--- src/rtl/alu_ops_pkg.sv ---
// ALU op-code encodings and legality check, shared by the op translator, the ALU and the
// ALU sharing sequencer.
package alu_ops_pkg;

  localparam int ALU_OP_W = 4;

  localparam logic [ALU_OP_W-1:0] ALU_ADD  = 4'b0000;
  localparam logic [ALU_OP_W-1:0] ALU_SUB  = 4'b0001;
  localparam logic [ALU_OP_W-1:0] ALU_SLL  = 4'b0100;
  localparam logic [ALU_OP_W-1:0] ALU_SRL  = 4'b0110;
  localparam logic [ALU_OP_W-1:0] ALU_SRA  = 4'b0111;
  localparam logic [ALU_OP_W-1:0] ALU_AND  = 4'b1001;
  localparam logic [ALU_OP_W-1:0] ALU_OR   = 4'b1010;
  localparam logic [ALU_OP_W-1:0] ALU_XOR  = 4'b1011;
  localparam logic [ALU_OP_W-1:0] ALU_SLTU = 4'b1100;
  localparam logic [ALU_OP_W-1:0] ALU_SLT  = 4'b1101;

  typedef enum logic [1:0] {
    ST_IDLE = 2'd0,
    ST_EXEC = 2'd1,
    ST_RESP = 2'd2
  } seq_state_t;

  function automatic logic is_legal_alu_op(input logic [ALU_OP_W-1:0] op);
    case (op)
      ALU_ADD, ALU_SUB, ALU_SLL, ALU_SRL, ALU_SRA,
      ALU_AND, ALU_OR, ALU_XOR, ALU_SLTU, ALU_SLT: return 1'b1;
      default:                                    return 1'b0;
    endcase
  endfunction

endpackage

--- src/rtl/alu_share_sequencer_if.sv ---
// Request/response channels of both ALU requesters plus the shared ALU drive and result.
// master = requesters/ALU side, slave = sequencer.
interface alu_share_sequencer_if #(
  parameter int XLEN  = 32,
  parameter int TAG_W = 3
);

  logic                              req0_valid;
  logic                              req0_ready;
  logic [alu_ops_pkg::ALU_OP_W-1:0]  req0_op;
  logic [XLEN-1:0]                   req0_a;
  logic [XLEN-1:0]                   req0_b;
  logic [TAG_W-1:0]                  req0_tag;

  logic                              req1_valid;
  logic                              req1_ready;
  logic [alu_ops_pkg::ALU_OP_W-1:0]  req1_op;
  logic [XLEN-1:0]                   req1_a;
  logic [XLEN-1:0]                   req1_b;
  logic [TAG_W-1:0]                  req1_tag;

  logic [alu_ops_pkg::ALU_OP_W-1:0]  alu_op;
  logic [XLEN-1:0]                   alu_a;
  logic [XLEN-1:0]                   alu_b;
  logic [XLEN-1:0]                   alu_result;

  logic                              rsp0_valid;
  logic                              rsp0_ready;
  logic [XLEN-1:0]                   rsp0_result;
  logic [TAG_W-1:0]                  rsp0_tag;
  logic                              rsp0_err;

  logic                              rsp1_valid;
  logic                              rsp1_ready;
  logic [XLEN-1:0]                   rsp1_result;
  logic [TAG_W-1:0]                  rsp1_tag;
  logic                              rsp1_err;

  modport master (
    output req0_valid, req0_op, req0_a, req0_b, req0_tag,
    input  req0_ready,
    output req1_valid, req1_op, req1_a, req1_b, req1_tag,
    input  req1_ready,
    input  alu_op, alu_a, alu_b,
    output alu_result,
    input  rsp0_valid, rsp0_result, rsp0_tag, rsp0_err,
    output rsp0_ready,
    input  rsp1_valid, rsp1_result, rsp1_tag, rsp1_err,
    output rsp1_ready
  );

  modport slave (
    input  req0_valid, req0_op, req0_a, req0_b, req0_tag,
    output req0_ready,
    input  req1_valid, req1_op, req1_a, req1_b, req1_tag,
    output req1_ready,
    output alu_op, alu_a, alu_b,
    input  alu_result,
    output rsp0_valid, rsp0_result, rsp0_tag, rsp0_err,
    input  rsp0_ready,
    output rsp1_valid, rsp1_result, rsp1_tag, rsp1_err,
    input  rsp1_ready
  );

endinterface

--- src/rtl/rr_arbiter2.sv ---
// Two-way round-robin arbiter: on a tie the port that did not win last time is granted.
// last_grant resets to 1 so port 0 wins the first tie.
module rr_arbiter2 (
  input  logic       clk,
  input  logic       reset_n,
  input  logic [1:0] valid,
  input  logic       advance,
  output logic [1:0] grant
);

  logic last_grant;

  always_comb begin
    grant = valid;
    if (valid == 2'b11) begin
      grant = last_grant ? 2'b01 : 2'b10;
    end
  end

  always_ff @(posedge clk or negedge reset_n) begin
    if (!reset_n) begin
      last_grant <= 1'b1;
    end else if (advance) begin
      last_grant <= grant[1];
    end
  end

endmodule

--- src/rtl/alu_share_sequencer.sv ---
// Shares one combinational ALU between two requesters: round-robin grant, operand capture,
// one ALU evaluation, registered result returned on the winner's response channel.
//
// state   | meaning
// --------+-------------------------------------------------------------
// ST_IDLE | waiting for a request; ready raised on the granted port only
// ST_EXEC | latched operands on the ALU, result/err captured this cycle
// ST_RESP | result held on the owner's response channel until taken
module alu_share_sequencer
  import alu_ops_pkg::*;
#(
  parameter int XLEN  = 32,
  parameter int TAG_W = 3
) (
  input  logic                 clk,
  input  logic                 reset_n,
  alu_share_sequencer_if.slave bus
);

  seq_state_t state, state_nxt;

  logic [1:0]          req_valid;
  logic [1:0]          grant;
  logic                accept;
  logic                owner_q;
  logic [ALU_OP_W-1:0] op_q;
  logic [XLEN-1:0]     a_q;
  logic [XLEN-1:0]     b_q;
  logic [TAG_W-1:0]    tag_q;
  logic [XLEN-1:0]     result_q;
  logic                err_q;

  assign req_valid = {bus.req1_valid, bus.req0_valid};

  rr_arbiter2 u_arb (
    .clk     (clk),
    .reset_n (reset_n),
    .valid   (req_valid),
    .advance (accept),
    .grant   (grant)
  );

  // ready depends only on valids, arbiter state and FSM state; never on response ready
  always_comb begin
    state_nxt      = state;
    accept         = 1'b0;
    bus.req0_ready = 1'b0;
    bus.req1_ready = 1'b0;
    bus.rsp0_valid = 1'b0;
    bus.rsp1_valid = 1'b0;
    case (state)
      ST_IDLE: begin
        bus.req0_ready = grant[0] & reset_n;
        bus.req1_ready = grant[1] & reset_n;
        accept         = |grant;
        if (accept) begin
          state_nxt = ST_EXEC;
        end
      end
      ST_EXEC: begin
        state_nxt = ST_RESP;
      end
      ST_RESP: begin
        bus.rsp0_valid = ~owner_q;
        bus.rsp1_valid = owner_q;
        if (owner_q ? bus.rsp1_ready : bus.rsp0_ready) begin
          state_nxt = ST_IDLE;
        end
      end
      default: begin
        state_nxt = ST_IDLE;
      end
    endcase
  end

  always_ff @(posedge clk or negedge reset_n) begin
    if (!reset_n) begin
      state    <= ST_IDLE;
      owner_q  <= 1'b0;
      op_q     <= '0;
      a_q      <= '0;
      b_q      <= '0;
      tag_q    <= '0;
      result_q <= '0;
      err_q    <= 1'b0;
    end else begin
      state <= state_nxt;
      if (accept) begin
        owner_q <= grant[1];
        op_q    <= grant[1] ? bus.req1_op  : bus.req0_op;
        a_q     <= grant[1] ? bus.req1_a   : bus.req0_a;
        b_q     <= grant[1] ? bus.req1_b   : bus.req0_b;
        tag_q   <= grant[1] ? bus.req1_tag : bus.req0_tag;
      end
      if (state == ST_EXEC) begin
        if (is_legal_alu_op(op_q)) begin
          result_q <= bus.alu_result;
          err_q    <= 1'b0;
        end else begin
          result_q <= '0;
          err_q    <= 1'b1;
        end
      end
    end
  end

  // ALU inputs come straight from the operand registers, so they hold when idle
  assign bus.alu_op = op_q;
  assign bus.alu_a  = a_q;
  assign bus.alu_b  = b_q;

  assign bus.rsp0_result = owner_q ? '0   : result_q;
  assign bus.rsp0_tag    = owner_q ? '0   : tag_q;
  assign bus.rsp0_err    = ~owner_q & err_q;
  assign bus.rsp1_result = owner_q ? result_q : '0;
  assign bus.rsp1_tag    = owner_q ? tag_q    : '0;
  assign bus.rsp1_err    = owner_q & err_q;

endmodule
--- src/flat_wrapper.sv ---
// flat-port wrapper written by rule: the top's interface ports become plain ports
module alu_share_sequencer_flat import alu_ops_pkg::*;
#(
  parameter int XLEN  = 32,
  parameter int TAG_W = 3
)
  (clk, reset_n, bus_req0_valid, bus_req0_op, bus_req0_a, bus_req0_b, bus_req0_tag, bus_req0_ready, bus_req1_valid, bus_req1_op, bus_req1_a, bus_req1_b, bus_req1_tag, bus_req1_ready, bus_alu_op, bus_alu_a, bus_alu_b, bus_alu_result, bus_rsp0_valid, bus_rsp0_result, bus_rsp0_tag, bus_rsp0_err, bus_rsp0_ready, bus_rsp1_valid, bus_rsp1_result, bus_rsp1_tag, bus_rsp1_err, bus_rsp1_ready);
  alu_share_sequencer_if #(.XLEN(XLEN), .TAG_W(TAG_W)) bus_i ();
  input  logic clk;
  input  logic reset_n;
  input wire logic [$bits(bus_i.req0_valid)-1:0] bus_req0_valid;
  input wire logic [$bits(bus_i.req0_op)-1:0] bus_req0_op;
  input wire logic [$bits(bus_i.req0_a)-1:0] bus_req0_a;
  input wire logic [$bits(bus_i.req0_b)-1:0] bus_req0_b;
  input wire logic [$bits(bus_i.req0_tag)-1:0] bus_req0_tag;
  output wire logic [$bits(bus_i.req0_ready)-1:0] bus_req0_ready;
  input wire logic [$bits(bus_i.req1_valid)-1:0] bus_req1_valid;
  input wire logic [$bits(bus_i.req1_op)-1:0] bus_req1_op;
  input wire logic [$bits(bus_i.req1_a)-1:0] bus_req1_a;
  input wire logic [$bits(bus_i.req1_b)-1:0] bus_req1_b;
  input wire logic [$bits(bus_i.req1_tag)-1:0] bus_req1_tag;
  output wire logic [$bits(bus_i.req1_ready)-1:0] bus_req1_ready;
  output wire logic [$bits(bus_i.alu_op)-1:0] bus_alu_op;
  output wire logic [$bits(bus_i.alu_a)-1:0] bus_alu_a;
  output wire logic [$bits(bus_i.alu_b)-1:0] bus_alu_b;
  input wire logic [$bits(bus_i.alu_result)-1:0] bus_alu_result;
  output wire logic [$bits(bus_i.rsp0_valid)-1:0] bus_rsp0_valid;
  output wire logic [$bits(bus_i.rsp0_result)-1:0] bus_rsp0_result;
  output wire logic [$bits(bus_i.rsp0_tag)-1:0] bus_rsp0_tag;
  output wire logic [$bits(bus_i.rsp0_err)-1:0] bus_rsp0_err;
  input wire logic [$bits(bus_i.rsp0_ready)-1:0] bus_rsp0_ready;
  output wire logic [$bits(bus_i.rsp1_valid)-1:0] bus_rsp1_valid;
  output wire logic [$bits(bus_i.rsp1_result)-1:0] bus_rsp1_result;
  output wire logic [$bits(bus_i.rsp1_tag)-1:0] bus_rsp1_tag;
  output wire logic [$bits(bus_i.rsp1_err)-1:0] bus_rsp1_err;
  input wire logic [$bits(bus_i.rsp1_ready)-1:0] bus_rsp1_ready;
  assign bus_i.req0_valid = bus_req0_valid;
  assign bus_i.req0_op = bus_req0_op;
  assign bus_i.req0_a = bus_req0_a;
  assign bus_i.req0_b = bus_req0_b;
  assign bus_i.req0_tag = bus_req0_tag;
  assign bus_req0_ready = bus_i.req0_ready;
  assign bus_i.req1_valid = bus_req1_valid;
  assign bus_i.req1_op = bus_req1_op;
  assign bus_i.req1_a = bus_req1_a;
  assign bus_i.req1_b = bus_req1_b;
  assign bus_i.req1_tag = bus_req1_tag;
  assign bus_req1_ready = bus_i.req1_ready;
  assign bus_alu_op = bus_i.alu_op;
  assign bus_alu_a = bus_i.alu_a;
  assign bus_alu_b = bus_i.alu_b;
  assign bus_i.alu_result = bus_alu_result;
  assign bus_rsp0_valid = bus_i.rsp0_valid;
  assign bus_rsp0_result = bus_i.rsp0_result;
  assign bus_rsp0_tag = bus_i.rsp0_tag;
  assign bus_rsp0_err = bus_i.rsp0_err;
  assign bus_i.rsp0_ready = bus_rsp0_ready;
  assign bus_rsp1_valid = bus_i.rsp1_valid;
  assign bus_rsp1_result = bus_i.rsp1_result;
  assign bus_rsp1_tag = bus_i.rsp1_tag;
  assign bus_rsp1_err = bus_i.rsp1_err;
  assign bus_i.rsp1_ready = bus_rsp1_ready;
  alu_share_sequencer #(.XLEN(XLEN), .TAG_W(TAG_W)) u_core (.clk(clk), .reset_n(reset_n), .bus(bus_i));
endmodule
--- config.mk ---
export PLATFORM = sky130hd
export DESIGN_NAME = alu_share_sequencer_flat
export DESIGN_NICKNAME = d
export VERILOG_FILES = /design/src/rtl/alu_ops_pkg.sv /design/src/rtl/alu_share_sequencer_if.sv /design/src/rtl/rr_arbiter2.sv /design/src/rtl/alu_share_sequencer.sv /design/src/flat_wrapper.sv
export SDC_FILE = /design/constraint.sdc
export NUM_CORES = 1
export LEC_CHECK = 0
export ABC_AREA = 1
export BUFFER_PORTS_ARGS = -buffer_cell sky130_fd_sc_hd__clkbuf_2
export CELL_PAD_IN_SITES_DETAIL_PLACEMENT = 1
export CELL_PAD_IN_SITES_GLOBAL_PLACEMENT = 1
export CORE_AREA = 2 2 142 144
export CTS_BUF_LIST = sky130_fd_sc_hd__clkbuf_2 sky130_fd_sc_hd__clkbuf_4 sky130_fd_sc_hd__clkbuf_8
export DETAILED_ROUTE_END_ITERATION = 6
export DIE_AREA = 0 0 144 146
export GPL_ROUTABILITY_DRIVEN = 1
export PLACE_DENSITY_LB_ADDON = 0.15
export SLEW_MARGIN = 30
export SYNTH_ARGS = -nofsm -noshare
export SYNTH_HDL_FRONTEND = slang
export SYNTH_SLANG_ARGS = --single-unit
--- constraint.sdc ---
create_clock -name clk -period 1.73 [get_ports clk]
set_input_delay 0.173 -clock clk [delete_from_list [all_inputs] [get_ports clk]]
set_output_delay 0.173 -clock clk [all_outputs]
set_load 0.1 [all_outputs]
==> flow_summary.yaml <==
setup_path:
  critPathLaunchType: "register"
  slowest_stage: "dfrtp_4"
  cpMostUsedCell: "buf_12"
  cp_max_fo: 9
  cp_slowest_stage_delay_ps: 500
  endpoint_kind: "output port"
  cp_data_required_time_ps: 1560
  crit_type: "register to output port"
  cp.arrival_ps: 1540
  crit_chain: "buf_12 > buf_16 > nor2_4 > buf_12"
layout:
  regArea_sq_mm: 0.00271
  fin_area_sq_mm: 0.0100
  drive_gt1_frac: 0.462
  area.growth.synth_to_final_pct: 56.9
  multiInputGateArea_sq_mm: 0.00301
  fin_nets: 1323
  n_fill_cell: 2369
  mostFrequentLayoutCells: "nand2_1 (343), clkbuf_2 (246), inv_1 (123), dfrtp_1 (101), buf_12 (73)"
  final_common_cell: "nand2_1"
synthesis:
  syn_nets: 1008
  ys_seq_area_frac: 0.424
  ys_types: 22
  dominantRegCellSynth: "dfrtp_1"
  synth-edff-count: 0
  yosys_register_bits: 108
  synthCells: 828
  synthArstFlopShare: 1.00
  ys_warn_count: 0
  syn_area_sq_mm: 0.00637
  avgSynthCellArea_sq_um: 7.70
clocking:
  cts_inserted_buffers: 9
  cts.htree.levels: 3
  clkSlewWorstSetupHoldPaths_ps: 110
  cts_tree: "yes"
  clk_latency_ps: 380
  cts_sinks: 108
  clock-root-buffer: "clkbuf_8"
  clk_path_buf_depth: 2
drt:
  routed_wl_mm: 22.5
  vias_per_cell: 4.53
  drc: 0
  wl_per_cell_microns: 15.9
  drt_first_pass_iters: 4
  vias: 6412
  drt_iter0_markers: 226
  ant_nets: 0
floorplan:
  core_sq_mm: 0.0193
  dieHeight_microns: 146
  die_area_sq_mm: 0.0210
  die_w_microns: 144
  io_pins: 324
  initial_core_util: 0.330
  num_rows: 51
sta:
  worst_pin_slew_ps: 787
  setup_viol: 0
  post-route-period-util: 0.989
  maxSlewViolCount: 0
  rsz0062_at_grt: "true"
  finalHoldViolCount: 0
  skew_ps: 13.4
  min_period_ps: 1710
  max_freq_mhz: 584
  slew_headroom: 0.475
run:
  cap_viol_max_count: 0
global_route:
  track_usage: 0.215
  grt_max_degree: 82
  antenna_found_initial: 1
  grt_remaining_overflow: 0
  grt_pass1_wl_mm: 35.5
  grt_pass1_vias: 6732
placed_design:
  hpwl_mm: 16.1
  gp_congestion: 0.793
  portBuffers: 323
  placed_area_sq_mm: 0.00921
min_path:
  hp-class: "input port to register"
run_status:
  outcome: "finished, final reports clean"
==> cell families after synthesis <==
logic type | after synthesis | synth area share
compound gates | 76 | 0.143
buf+inv | 203 | 0.151
flops | 108 | 0.424
simple gates | 441 | 0.282
==> cell usage after synthesis (2+ instances only) <==
cell	number	area [sq um]
dfrtp_1	107	2680
clkbuf_1	11	41.3
nand3b_1	32	240
nor2_1	42	158
nand3_1	2	10.0
o211ai_1	2	15.0
nor2_4	2	22.5
buf_6	7	78.8
buf_1	5	18.8
inv_2	2	7.51
o211ai_2	69	863
inv_1	150	563
nand2_1	362	1360
o21ai_1	3	15.0
buf_12	7	140
buf_2	18	90.1
buf_4	2	15.0
==> registers in the layout, summed over array words and instances (netlist names) <==
signal and count:
u_core.owner_q 1, u_core.err_q 1, u_core.state 2, u_core.result_q 32, u_core.tag_q 3, u_core.bus.alu_b 32, u_core.u_arb.last_grant 1, u_core.bus.alu_op 4
u_core.bus.alu_a 32
==> timing repair <==
item,4_1_cts,5_1_grt
pin swaps,9,14
cloned,4,3
setup endpoints to repair,71,76
buffers inserted,5,0
hold buffers,1,0
hold endpoints to repair,107,0
resized for setup,77,52
==> per-layer routing <==
metal  track usage  wire (microns)  share of wire  vias to the layer above
met1         0.253            8850           0.39                     3063
met2         0.381           11700           0.52                      214
met5             0               0              0                        -
met4        0.0559             283          0.013                        0
li1              -               -              -                     3116
met3        0.0622            1710          0.076                       19
==> worst max-delay path, delay by kind of cell (launching register included) <==
kind                   cells  cell delay [ps]
buffers and inverters      3              530
DFF                        1              500
and+or+nand+nor            1              130
==> final timing paths <==
check	from	to	slack, ps	cells after the start
setup / recovery	u_core.owner_q$_DFFE_PN0P_	bus_rsp0_result[1]	20	4
hold / removal	bus_req1_b[13]	u_core.bus.alu_b[13]$_DFFE_PN0P_	30	3
setup reg to reg	u_core.u_arb.last_grant$_DFFE_PN1P_	u_core.bus.alu_b[21]$_DFFE_PN0P_	150	7
hold reg to reg	u_core.bus.alu_a[5]$_DFFE_PN0P_	u_core.bus.alu_a[5]$_DFFE_PN0P_	490	2
max in group asynchronous	reset_n	u_core.bus.alu_op[1]$_DFFE_PN0P_	770	3
min in group asynchronous	reset_n	u_core.bus.alu_b[11]$_DFFE_PN0P_	250	2
==> final cells by class <==
class                           count  area share
Clock buffer                       14      0.0186
Inverter                          153      0.0577
Tap cell                          265      0.0332
Multi-Input combinational cell    517       0.301
Clock inverter                      2     0.00163
Sequential cell                   108       0.271
Timing Repair Buffer              354       0.316
Antenna cell                        2    0.000500
==> metrics by stage <==
stage	setup slack (ps)	TNS [ps]	hold slack, ps	util	cells
2_1_floorplan	-449	-13480	-123	-	828
3_3_place_gp	192	0	13.7	0.477	1384
3_5_place_dp	111	0	18.0	0.477	1384
4_1_cts	0.245	0	7.05	0.510	1410
5_1_grt	-38.7	-716	18.6	0.517	1414
6_report	18.8	0	31.9	0.517	1415
Power is not shown: default switching activity piles up to over one toggle a cycle in this logic, so the estimate is an artifact.
